**src/rtl/uart_rx_data_sampler.sv**
```systemverilog
// Mid-bit oversampler with majority vote for the UART receive path.
// Optional noise flag is built only when UART_RX_SAMPLER_NOISE_FLAG_EN is defined.
module uart_rx_data_sampler #(
    parameter int PRESCALE_W = 6,
    parameter int NSAMP      = 3
) (
    input  logic                  CLK,
    input  logic                  RST,
    input  logic                  Enable,
    input  logic [PRESCALE_W-1:0] Prescale,
    input  logic [PRESCALE_W-1:0] EdgeCount,
    input  logic                  SData,
    output logic                  SampledBit,
    output logic                  SampleValid,
    output logic                  NoiseErr
);

    localparam int CW = PRESCALE_W + 1;
    localparam int H  = NSAMP / 2;
    localparam logic [CW-1:0] H_W       = CW'(H);
    localparam logic [CW-1:0] MIN_PS    = CW'(NSAMP + 3);
    localparam logic [2:0]    NSAMP_CNT = 3'(NSAMP);
    localparam logic [3:0]    H_CNT     = 4'(H);

    // One extra bit of headroom so mid+h+1 never wraps at the top of the range
    logic [CW-1:0] prescale_w;
    logic [CW-1:0] edge_w;
    logic [CW-1:0] mid;
    logic [CW-1:0] win_lo;
    logic [CW-1:0] win_hi;
    logic [CW-1:0] dec_idx;
    logic          cfg_ok;
    logic          in_window;
    logic          at_decision;
    logic          decide;

    logic [NSAMP-1:0] samples;
    logic [NSAMP:0]   samples_ext;
    logic [2:0]       count;
    logic [3:0]       ones;
    logic             majority;

    function automatic logic [3:0] popcount(input logic [NSAMP-1:0] v);
        logic [3:0] n;
        n = '0;
        for (int i = 0; i < NSAMP; i++) begin
            n = n + 4'(v[i]);
        end
        return n;
    endfunction

    assign prescale_w  = {1'b0, Prescale};
    assign edge_w      = {1'b0, EdgeCount};
    assign mid         = prescale_w >> 1;
    assign win_lo      = mid - H_W;
    assign win_hi      = mid + H_W;
    assign dec_idx     = win_hi + CW'(1);
    assign cfg_ok      = (prescale_w >= MIN_PS);
    assign in_window   = cfg_ok && (edge_w >= win_lo) && (edge_w <= win_hi);
    assign at_decision = cfg_ok && (edge_w == dec_idx);
    assign decide      = Enable && at_decision && (count == NSAMP_CNT);

    assign samples_ext = {samples, SData};
    assign ones        = popcount(samples);
    assign majority    = (ones > H_CNT);

    always_ff @(posedge CLK or negedge RST) begin
        if (!RST) begin
            samples     <= '0;
            count       <= '0;
            SampledBit  <= 1'b0;
            SampleValid <= 1'b0;
        end else begin
            SampleValid <= 1'b0;
            if (!Enable || !cfg_ok) begin
                count <= '0;
            end else if (at_decision) begin
                // A decision needs a complete window; a partial one is simply dropped
                count <= '0;
                if (count == NSAMP_CNT) begin
                    SampledBit  <= majority;
                    SampleValid <= 1'b1;
                end
            end else if (in_window) begin
                samples <= samples_ext[NSAMP-1:0];
                if (count != NSAMP_CNT) begin
                    count <= count + 3'd1;
                end
            end
        end
    end

`ifdef UART_RX_SAMPLER_NOISE_FLAG_EN
    logic noise_q;

    always_ff @(posedge CLK or negedge RST) begin
        if (!RST) begin
            noise_q <= 1'b0;
        end else if (decide) begin
            noise_q <= (samples != '0) && (samples != '1);
        end
    end

    assign NoiseErr = noise_q;
`else
    logic unused_decide;
    assign unused_decide = decide;
    assign NoiseErr      = 1'b0;
`endif

endmodule

```
**config.mk**
```make
export PLATFORM = sky130hd
export DESIGN_NAME = uart_rx_data_sampler
export DESIGN_NICKNAME = d
export VERILOG_FILES = /design/src/rtl/uart_rx_data_sampler.sv
export SDC_FILE = /design/constraint.sdc
export NUM_CORES = 1
export LEC_CHECK = 0
export CAP_MARGIN = 10
export CORE_ASPECT_RATIO = 1.4
export CORE_MARGIN = 1
export CORE_UTILIZATION = 55
export DETAILED_ROUTE_END_ITERATION = 10
export DONT_BUFFER_PORTS = 1
export PLACE_DENSITY = 0.75
export SYNTH_ARGS = -nofsm -noshare
export SYNTH_HDL_FRONTEND = slang
export SYNTH_SLANG_ARGS = --single-unit
```
**constraint.sdc**
```tcl
create_clock -name CLK -period 2.3 [get_ports CLK]
set_clock_uncertainty 0.05 [all_clocks]
set_input_delay 0.46 -clock CLK [delete_from_list [all_inputs] [get_ports CLK]]
set_output_delay 0.46 -clock CLK [all_outputs]
set_load 0.01 [all_outputs]
```
# Yosys cells after proc, flatten, opt, wreduce, memory -nomap -nowiden
# Index checks and enable logic that the tools add are counted.
totals:
  register_bits: 8
  latch_bits: 0
  out_inout_bits: 3
  in_bits: 16
  ramBits: 0
  memories: 0
  rom_bits: 0
classes:
  div_mod_pow: 0
  n_mux: 7
  n_addsub: 6
  n_bitwise: 2
  order_cmp: 4
  multipliers: 0
  reduce_logical: 11
  n_eq_ne: 3
  n_shift: 0
op_table:
  columns: ["cell", "n"]
  rows:
  - ["$mux 3", 4]
  - ["$add 6x1->7 const B", 1]
  - ["$eq 6x7->1", 1]
  - ["$ge 6x7->1", 1]
  - ["$add 5x1->6 const B", 1]
  - ["$ge 6x3->1 const B", 1]
  - ["$le 6x6->1", 1]
  - ["$reduce_and 3->1", 2]
  - ["$reduce_bool 3->1", 2]
  - ["$sub 5x1->6 const B", 1]
  - ["$add 2x1->3", 1]
  - ["$add 3x1->3 const B", 1]
  - ["$eq 3x2->1 const B", 1]
  - ["$gt 3x1->1 const B", 1]
  - ["$logic_and 1x1->1", 3]
  - ["$mux 1", 3]
  - ["$ne 3x2->1 const B", 1]
  - ["$add 1x1->2", 1]
  - ["$logic_not 1->1", 2]
  - ["$not 1->1", 2]
  - ["$reduce_and 2->1", 1]
  - ["$logic_or 1x1->1", 1]

# Longest topological paths before layout
# Gate-level depths: netlist of the first run.
depth:
  ltp_word: 7
  ltp_mapped: 11

# Least setup slack after synthesis of the first run
# Ideal clock, no wire load.
synth_timing:
  path_kind: "input to register"
  start: "in Prescale[2]"
  end: "reg count[1]"
  setup_time_ns: 0.119
  slack_ns: -0.490
  path_stages: 11
  t_arrival_ns: 2.621
  path_cell_list: "ha_1 > nand2_1 > xor2_1 > ha_1 > a21o_1 > a21o_1 > a221o_1 > a21o_1 > a211oi_2 > mux2i_1 > nor2_1"
synth_via:
  elab_chain_len: 6
synth_lines:
  columns: ["element", "line", "text"]
  rows:
  - ["from (decl)", "10", "input logic [PRESCALE_W-1:0] Prescale,"]
  - ["$add 5x1->6 or $sub 5x1->6 (tied branches)", "56, 55", null]
  - ["$add 6x1->7 or $ge 6x7->1 (tied branches)", "57, 59", null]
  - ["$eq 6x7->1 or $logic_and 1x1->1 (tied branches)", "60, 59", null]
  - ["$logic_and 1x1->1, on equally long branches", "60, 59", null]
  - ["$reduce_bool 3->1 (no line) or $mux 3 (tied branches)", null, null]
  - ["$reduce_and 2->1 (no line) or $mux 3 (tied branches)", null, null]
  - ["to (signal assigned)", "87", "count <= count + 3'd1;"]
  - ["to (decl)", "39", "logic [2:0] count;"]
# Parallel ways exist; a longest one is shown, timed or not.
# A chain may end at the register's enable or synchronous reset.

# Worst setup path after layout of the first run
layout_timing:
  start: "in Prescale[2]"
  end: "reg samples[1]"
layout_via:
  elab_chain_len: 6
layout_lines:
  columns: ["element", "line", "text"]
  rows:
  - ["$add 5x1->6", "56", "assign win_hi = mid + H_W;"]
  - ["$add 6x1->7", "57", "assign dec_idx = win_hi + CW'(1);"]
  - ["$eq 6x7->1", "60", "assign at_decision = cfg_ok && (edge_w == dec_idx);"]
  - ["$logic_and 1x1->1", "60", null]
  - ["$not 1->1 (no line)", null, null]
  - ["$reduce_and 3->1 (no line) (*)", null, null]
  - ["to (signal assigned)", "85", "samples <= samples_ext[NSAMP-1:0];"]
  - ["to (decl)", "37", "logic [NSAMP-1:0] samples;"]
# Mark *: on every way between the ends. The rest lies on a longest branch, timed or not.

==> run_results.csv, run 1 <==
group,metric,value,unit
setup_path,crit_type,"input pin to flip-flop",
route,drc,0,
placement,post_dp_cell_area,1220,µm²
cts,htree_levels,1,
finish,drive_gt1_share,28.68,%
finish,fin_area,1285,µm²
power_and_ir_drop,p_clk_share,19.7,%
power_and_ir_drop,switching_share,32.22,%
timing,drv_slew,0,
placement,finalWeightedCongestion,0.9434,
floorplanning,start_util,59.49,%
timing,max_slew_margin,65.64,%
finish,final_nets,169,
power_and_ir_drop,p_per_area,434.6,nW/µm²
setup_path,worstPathArrival,2.50,ns
power_and_ir_drop,comb_power_share,46.1,%
yosys,yosysTopAreaCellShare,26.00,%
run_status,violations,"setup timing",
worst_hold_path,hold_path_class,"input pin to flip-flop",
route,viasPerCell,5.872,
yosys,synth-seq-cells,8,
floorplanning,die_h,53.91,µm
yosys,syn_nets,149,
power_and_ir_drop,power_frac_seq,34.2,%
cts,cts.sinks,8,
cts,cts_buffers,3,
run_status,status,"finished, violations left",
setup_path,slowest_stage,"mux2_4",
power_and_ir_drop,p_sw,0.0001799,W
cts,cts_tree,"yes",
route,drtIter0Drc,16,
global_routing,grt_pass1_vias,930,
yosys,ys_seq_area_share,18.91,%
floorplanning,die_x,39.08,µm
route,drtAntennaViolNets,0,
route,vias,875,
yosys,yosysTopAreaCell,"ha_1",
timing,finalSetupTns,-0.4769,ns
floorplanning,io_pins,19,
floorplanning,row_count,18,
global_routing,grt_max_degree,9,
setup_path,crit_path_frequent_cell,"a21o_1",
setup_path,path_cells,"ha_4, nand2_4, xor2_2, ha_1, a21o_1, a21o_1, a221o_1, a21o_1, a21oi_2, nand3_2, mux2_4",
route,wl_per_cell,14.69,µm
run,maxCapViolations,0,
setup_path,startpoint_type,"input pin",
global_routing,overflow,0,
cts,clk_pin_slew,0.05,ns
yosys,yosys-top-cells-area,"ha_1 26%, dfrtp_1 19%, xnor2_1 5.8%, a21o_1 3.5%, inv_1 3.2%",
cts,clock-root-buffer,"clkbuf_4",
setup_path,cp_slowest_stage_delay,0.32,ns
global_routing,grt_pass1_wl,3574,µm
timing,fin_crit,2.406,ns
finish,n_fill_cell,139,
setup_path,critPathMaxFanout,6,
placement,numPortBuffers,0,
floorplanning,dieArea,2106,µm²
yosys,ys_types,42,
yosys,avgSynthCellArea,9.536,µm²
route,drtPass1Iterations,4,
cts,cts_max_path_buffers,2,
route,wl,2189,µm
power_and_ir_drop,power.internal,0.0003785,W
timing,hold_violations,0,
floorplanning,core-area,1779,µm²
finish,final_cells,149,
timing,fin_crit_sh,104.6,%
finish,areaGrowthSynthToFinish,21.39,%
timing,finalSetupViolations,6,
cts,insertion_delay,0.26,ns
yosys,yosys_warnings,0,
timing,tightest_slew,0.5025,ns
timing,worst_slack,-0.1060,ns
setup_path,setup.worst_path.end_class,"flip-flop",
finish,diodes,0,
global_routing,grt_usage,24.96,%
power_and_ir_drop,ir_worst_vdd,0.2316,mV
yosys,synth_cells,111,
timing,rsz0062_at_grt,"yes",
power_and_ir_drop,cellLeakagePower,0.6257,nW
timing,fmax,415.6,MHz
global_routing,antenna_found_initial,0,
finish,layout_commonest_cell,"ha_1",
placement,dpl.hpwl,1843,µm
setup_path,cp.required,2.39,ns
finish,layout_common_cells,"20 x ha_1, 17 x buf_4, 9 x inv_1",
placement,dp.cells,143,
yosys,synth_area,1059,µm²
[metrics by stage]
step	util, %	total power [W]	worst slack [ns]	hold WS (ns)
after floorplan	-	0.0003734	-0.3186	0.1144
after global placement	68.57	0.0004204	-0.4081	0.1146
final	72.22	0.0005584	-0.1060	0.2967
after global routing	72.22	0.0006040	-0.1771	0.2820
after CTS	71.80	0.0005562	-0.1053	0.2965
after detailed placement	68.57	0.0004358	-0.4389	0.1146
[cell families (layout without fill, tap and decap cells)]
kind of cell	Yosys count	after routing	synth area share, %
AND/OR/NAND/NOR	28	28	15.13
adder cells (fa/ha/maj)	22	22	26.00
AO/OA/AOI/OAI	22	22	16.20
XOR/XNOR	12	12	11.94
buffers and inverters	12	30	5.437
flip-flops	8	8	18.91
multiplexers	6	6	6.028
other	1	1	0.3543
[repair_timing]
action                                  CTS  global route
pin swaps                                 2             2
endpoints found under the setup margin    6             6
gates resized for setup                   4             0
hold buffers                              1             0
hold endpoints to repair                  8             0
buffers inserted                          1             1
[layout make-up]
type	instances	area (µm²)	share of cell area, %
multi-input cells	91	865.8	67.38
flip-flops and latches	8	200.2	15.58
repair buffers	18	137.6	10.71
inverters	9	33.78	2.629
well taps	20	25.02	1.947
clock buffers	3	22.52	1.753
[worst max-delay path: cells and delay by family]
kind / cells / cell delay (ns)
adder cells (fa/ha/maj): 2 / 0.42
AO/OA/AOI/OAI: 5 / 0.94
multiplexers: 1 / 0.32
AND/OR/NAND/NOR: 2 / 0.18
XOR/XNOR: 1 / 0.18
[worst paths after layout]
kind | startpoint | endpoint | slack [ns] | depth (start not counted)
max reg2reg | count[0] | count[1] | 0.78 | 5
min in group asynchronous | RST | count[1] | 0.49 | 1
max in group asynchronous | RST | samples[0] | 1.45 | 1
min | SData | samples[0] | 0.30 | 1
max | Prescale[2] | samples[1] | -0.11 | 11
min reg2reg | samples[2] | samples[2] | 0.46 | 1
[Yosys cell counts (all sizes together)]
master,count
a2111oi,1
a211oi,2
a21bo,1
a21boi,1
a21o,5
a21oi,3
a221o,1
a41oi,1
and2b,1
and3,1
and4,1
and4b,1
buf,3
conb,1
dfrtp,8
ha,22
inv,9
mux2,3
mux2i,3
nand2,7
nand2b,1
nand3,3
nand4,1
nor2,8
nor2b,1
nor4,2
nor4b,1
o211ai,2
o21a,1
o21ai,2
o311ai,1
o31ai,1
xnor2,8
xnor3,1
xor2,3
[registers in the layout, summed over array words and instances, names as in the netlist]
register,cells
samples,3
count,3
SampleValid,1
SampledBit,1
[per-layer routing]
layer | track usage (%) | part of all wire, % | up-vias
li1 | - | - | 431
met1 | 21.36 | 35 | 415
met2 | 49.72 | 57 | 21
met3 | 2.893 | 3.6 | 8
met4 | 17.24 | 4.0 | 0
met5 | 0 | 0 | -
[power by group through the flow]
| stage | combinational, W | sequential, W | clock (W) |
|---|---|---|---|
| 2_1_floorplan | 0.000187 | 0.000187 | 0 |
| 3_3_place_gp | 0.000229 | 0.000191 | 0 |
| 3_5_place_dp | 0.000241 | 0.000195 | 0 |
| 4_1_cts | 0.000257 | 0.000191 | 0.000109 |
| 5_1_grt | 0.000287 | 0.000194 | 0.000123 |
| 6_report | 0.000257 | 0.000191 | 0.000110 |
Power figures use the tool's default switching activity.
==> run 2, diff against run 1 <==
PLACE_DENSITY = 0.68   (was 0.75)
RECOVER_POWER = 50   (was default)
==> run 2 against run 1 <==
  * Sequential power hardly changed
  * The run still ends with setup timing left
  * Die area stayed put
  * Total power is 2.4% higher
  * Global-route usage stayed put
  * Critical path type unchanged
  * Wire length is 6.3% higher
  * Clock power is 5% lower
  * Count of clock-buffer cells in the layout stayed put
  * Fmax hardly changed
==> run_results.csv, run 2 (same netlist as run 1, synthesis figures left out) <==
group,metric,value,unit
run_status,status,"finished, violations left",
run_status,violations,"setup timing",
route,wl,2327,µm
power_and_ir_drop,cellLeakagePower,0.6534,nW
floorplanning,start_util,59.49,%
setup_path,setup.worst_path.end_class,"flip-flop",
setup_path,critPathMaxFanout,7,
setup_path,crit_buf_inv,0,
setup_path,cp.required,2.38,ns
finish,layout_common_cells,"21 x buf_4, 20 x ha_1, 9 x inv_1",
route,drc,0,
finish,n_fill_cell,131,
global_routing,grt_pass1_vias,936,
power_and_ir_drop,power.internal,0.0003901,W
power_and_ir_drop,switching_share,31.78,%
finish,diodes,0,
placement,finalWeightedCongestion,0.8055,
global_routing,grtUsageMet3,3.719,%
floorplanning,row_count,18,
timing,rsz0062_at_grt,"yes",
run,maxCapViolations,0,
power_and_ir_drop,p_sw,0.0001817,W
finish,multi_input_area,899.6,µm²
placement,post_dp_cell_area,1227,µm²
power_and_ir_drop,comb_power_share,48.0,%
cts,htree_levels,1,
setup_path,cp_slowest_stage_delay,0.32,ns
power_and_ir_drop,power_frac_seq,33.7,%
placement,numPortBuffers,0,
floorplanning,io_pins,19,
finish,final_nets,173,
finish,reg.largest.list,"count x3, samples x3",
floorplanning,dieArea,2106,µm²
cts,insertion_delay,0.25,ns
route,drtAntennaViolNets,0,
route,vias,878,
global_routing,grt.busiest_layer,"met2",
setup_path,startpoint_type,"input pin",
global_routing,use_met2,50.00,%
floorplanning,die_h,53.91,µm
timing,timing.hold.ws,0.3146,ns
timing,fin_crit_sh,104.5,%
power_and_ir_drop,p_clk_share,18.3,%
placement,dpl.hpwl,1931,µm
cts,cts_tree,"yes",
setup_path,worstPathArrival,2.49,ns
route,drtIter0Drc,6,
finish,drive_gt1_share,34.59,%
finish,areaGrowthSynthToFinish,27.42,%
global_routing,grt_usage,24.96,%
global_routing,groute.layer.met1.usage,21.36,%
worst_hold_path,hold_path_class,"input pin to flip-flop",
timing,finalSetupViolations,6,
placement,dp_slack,-0.4359,ns
setup_path,path_cells,"ha_4, and3_4, xnor2_1, ha_1, a21o_1, a221o_1, a21o_1, a21oi_2, nand3_2, mux2_4",
power_and_ir_drop,ir_worst_vdd,0.2159,mV
floorplanning,core-area,1779,µm²
timing,drv_slew,0,
global_routing,grt_pass1_wl,3643,µm
setup_path,crit_type,"input pin to flip-flop",
route,drtPass1Iterations,4,
cts,clk_pin_slew,0.05,ns
cts,clock-root-buffer,"clkbuf_4",
timing,worst_slack,-0.1044,ns
cts,cts_buffers,3,
global_routing,antenna_found_initial,0,
finish,seqCellArea,200.2,µm²
finish,layout_commonest_cell,"buf_4",
cts,cts_max_path_buffers,2,
timing,finalSetupTns,-0.4115,ns
setup_path,slowest_stage,"mux2_4",
route,wl_per_cell,15.21,µm
floorplanning,die_x,39.08,µm
timing,fin_crit,2.404,ns
timing,hold_violations,0,
setup_path,crit_family,"compound AO/OA/AOI/OAI gates",
finish,fin_area,1349,µm²
timing,fmax,415.9,MHz
global_routing,overflow,0,
global_routing,grt_max_degree,9,
power_and_ir_drop,p_per_area,423.9,nW/µm²
setup_path,crit_path_frequent_cell,"a21o_1",
route,viasPerCell,5.739,
cts,cts.sinks,8,
==> run 2: worst paths after layout <==
path / slack (ns) / depth (start not counted) / endpoint / startpoint
min in group asynchronous: 0.50 / 1 / count[0] / RST
setup reg to reg: 0.66 / 6 / count[2] / count[0]
hold reg to reg: 0.47 / 1 / samples[2] / samples[2]
hold / removal: 0.31 / 1 / samples[0] / SData
setup / recovery: -0.10 / 10 / samples[0] / Prescale[1]
max in group asynchronous: 1.44 / 1 / samples[1] / RST
==> run 2: final cells by class <==
type,instances,area share [%]
tap,20,1.855
timing repair buffer,22,12.43
inverter,9,2.505
clock buffer,3,1.670
sequential,8,14.84
multi-input combinational,91,66.70
==> run 2: power groups by stage <==
stage	logic [W]	clock network, W	registers (W)
finish	0.000274	0.000105	0.000193
CTS	0.000262	0.000104	0.000191
global placement	0.000232	0	0.000191
detailed placement	0.000245	0	0.000194
global route	0.000305	0.000116	0.000196
floorplan	0.000187	0	0.000187
==> run 2: repair_timing <==
item / 4_1_cts / 5_1_grt
pin swaps: 5 / 3
endpoints found under the setup margin: 6 / 7
hold buffers: 1 / 0
hold endpoints to repair: 8 / 0
gates resized for setup: 3 / 8
setup buffers: 2 / 3
gates cloned: 0 / 0
==> run 2: per-layer routing <==
| layer | vias to the layer above | wire length [µm] |
|---|---|---|
| met1 | 410 | 848 |
| met4 | 0 | 73 |
| met2 | 21 | 1316 |
| li1 | 439 | - |
| met5 | - | 0 |
| met3 | 8 | 89 |
==> run 2: through the flow <==
| stage | power [W] | util (%) | std cells |
|---|---|---|---|
| global placement | 0.0004234 | 68.99 | 144 |
| floorplan | 0.0003734 | - | 111 |
| finish | 0.0005718 | 75.81 | 153 |
| detailed placement | 0.0004391 | 68.99 | 144 |
| global route | 0.0006162 | 75.81 | 153 |
| CTS | 0.0005573 | 72.93 | 150 |
==> run 3, diff against run 2 <==
CORE_ASPECT_RATIO = default   (was 1.4)
CORE_UTILIZATION = 35   (was 55)
PLACE_DENSITY = 0.47   (was 0.68)
==> run 3 against run 2 <==
  * The flow finishes with violations (DRC, setup timing)
  * Sequential power is essentially flat
  * Die area grew 54%
  * Wire length shrank 0.17%
  * Via count shrank 4.6%
  * Combinational power shrank 3%
  * Final area shrank 0.19%
  * Clock power grew 4%
  * Utilization shrank 28 points
  * Worst setup slack lost 0.068 ns
  * Flip-flop and latch count is the same
  * First-iteration DRC count grew to 4.0 times the previous value
  * Fmax shrank 2.8%
  * Critical path type unchanged
==> run_results.csv, run 3 (same netlist as run 1, synthesis figures left out) <==
group,metric,value,unit
finish,reg.largest.list,"count x3, samples x3",
setup_path,setup.worst_path.end_class,"flip-flop",
setup_path,worstPathArrival,2.55,ns
floorplanning,io_pins,19,
placement,dp.cells,154,
cts,htree_levels,1,
setup_path,timing.rr.end,"count[1]",
setup_path,ff2ff_setup_slack,0.72,ns
timing,fmax,404.5,MHz
floorplanning,start_util,37.73,%
worst_hold_path,hold_path_class,"input pin to flip-flop",
placement,numPortBuffers,0,
route,drtIter0Drc,24,
route,viasPerCell,5.238,
run_status,violations,"DRC, setup timing",
cts,clk_pin_slew,0.05,ns
finish,layout_commonest_cell,"ha_1",
worst_hold_path,min_path_cells,1,
route,wl_per_cell,14.52,µm
timing,fin_crit_sh,107.5,%
floorplanning,die_x,57.00,µm
route,drc,4,
setup_path,reg2reg_depth,5,
cts,insertion_delay,0.26,ns
global_routing,grt_max_degree,9,
timing,fin_crit,2.472,ns
finish,diodes,0,
global_routing,antenna_found_initial,0,
finish,drive_gt1_share,32.56,%
timing,finalSetupTns,-0.6956,ns
floorplanning,row_count,19,
floorplanning,dieArea,3248,µm²
route,drtPass1Iterations,7,
finish,n_fill_cell,289,
finish,final_nets,169,
route,vias,838,
timing,drv_slew,0,
timing,finalSetupViolations,6,
power_and_ir_drop,ir_worst_vdd,0.3003,mV
finish,fin_util,47.99,%
placement,dpl.hpwl,1904,µm
cts,cts_buffers,3,
placement,dp_slack,-0.5181,ns
finish,areaGrowthSynthToFinish,27.19,%
worst_hold_path,holdPathEnd,"samples[0]",
global_routing,grt_usage,15.42,%
floorplanning,core-area,2805,µm²
global_routing,grt_pass1_vias,870,
setup_path,cp.required,2.38,ns
setup_path,crit_type,"input pin to flip-flop",
cts,cts.sinks,8,
cts,cts_tree,"yes",
cts,cts_max_path_buffers,2,
timing,hold_violations,0,
placement,finalWeightedCongestion,0.7810,
finish,final_cells,160,
route,wl,2323,µm
run,maxCapViolations,0,
global_routing,grt_pass1_wl,3898,µm
floorplanning,die_h,57.00,µm
power_and_ir_drop,p_per_area,420.9,nW/µm²
route,drtAntennaViolNets,0,
worst_hold_path,hp-start,"SData",
global_routing,overflow,0,
cts,clock-root-buffer,"clkbuf_4",
power_and_ir_drop,cellLeakagePower,0.6307,nW
finish,layout_common_cells,"18 x ha_1, 17 x buf_4, 9 x inv_1",
timing,worst_slack,-0.1724,ns
timing,rsz0062_at_grt,"yes",
run_status,status,"finished, violations left",
setup_path,startpoint_type,"input pin",
setup_path,critPathMaxFanout,7,
setup_path,rr_startpoint,"count[0]",
-- run 3: cell count changes in the layout (fill, tap and decap cells not counted), sizes merged --
cell,before,now
buf,21,17
-- run 3: repair_timing --
| action | CTS | global route |
|---|---|---|
| hold buffers | 1 | 0 |
| pin swaps | 4 | 4 |
| buffers inserted | 0 | 2 |
| resized for setup | 5 | 5 |
| endpoints found under the hold margin | 8 | 0 |
| setup endpoints to repair | 6 | 7 |
| gates cloned | 0 | 0 |
-- run 3: worst max-delay path by stage --
stage | from | end | cells after the start
after floorplan | Prescale[2] | samples[0] | 11
after global placement | Prescale[2] | samples[1] | 10
after detailed placement | Prescale[2] | samples[1] | 10
after CTS | Prescale[2] | samples[1] | 11
after global routing | Prescale[2] | samples[1] | 11
final | Prescale[1] | samples[1] | 10
-- run 3: power by group --
group,internal (W),total (W),switching [W]
combinational,0.000152,0.000265,0.000112
clock,0.0000598,0.000109,0.0000495
sequential,0.000169,0.000192,0.0000230
-- run 3: through the flow --
| stage | total power, W | area (µm²) | hold slack [ns] |
|---|---|---|---|
| floorplan | 0.0003734 | 1106 | 0.1144 |
| global placement | 0.0004308 | 1234 | 0.1146 |
| detailed placement | 0.0004341 | 1234 | 0.1145 |
| CTS | 0.0005602 | 1303 | 0.2965 |
| global route | 0.0006116 | 1346 | 0.2887 |
| finish | 0.0005666 | 1346 | 0.3056 |
-- run 3: layout make-up --
class	instances	area, µm²	area share (%)
clock buffers	3	22.52	1.673
well taps	31	38.79	2.881
multi-input cells	91	913.4	67.84
flip-flops and latches	8	200.2	14.87
inverters	9	33.78	2.509
repair buffers	18	137.6	10.22
-- run 3: critical path, stage by stage --
cell	delay [ns]
ha_2	0.16
and3_4	0.17
xnor2_1	0.19
ha_1	0.28
a21o_1	0.18
a221o_1	0.31
a21o_1	0.21
a21oi_2	0.13
nand3_2	0.14
mux2_4	0.33
-- run 3: layer usage --
metal | wire (µm) | up-vias | global-route usage [%]
met1 | 1181 | 390 | 21.44
met4 | 0 | 0 | 1.045
li1 | - | 430 | -
met2 | 1024 | 18 | 24.87
met3 | 117 | 0 | 4.535
met5 | 0 | - | 0
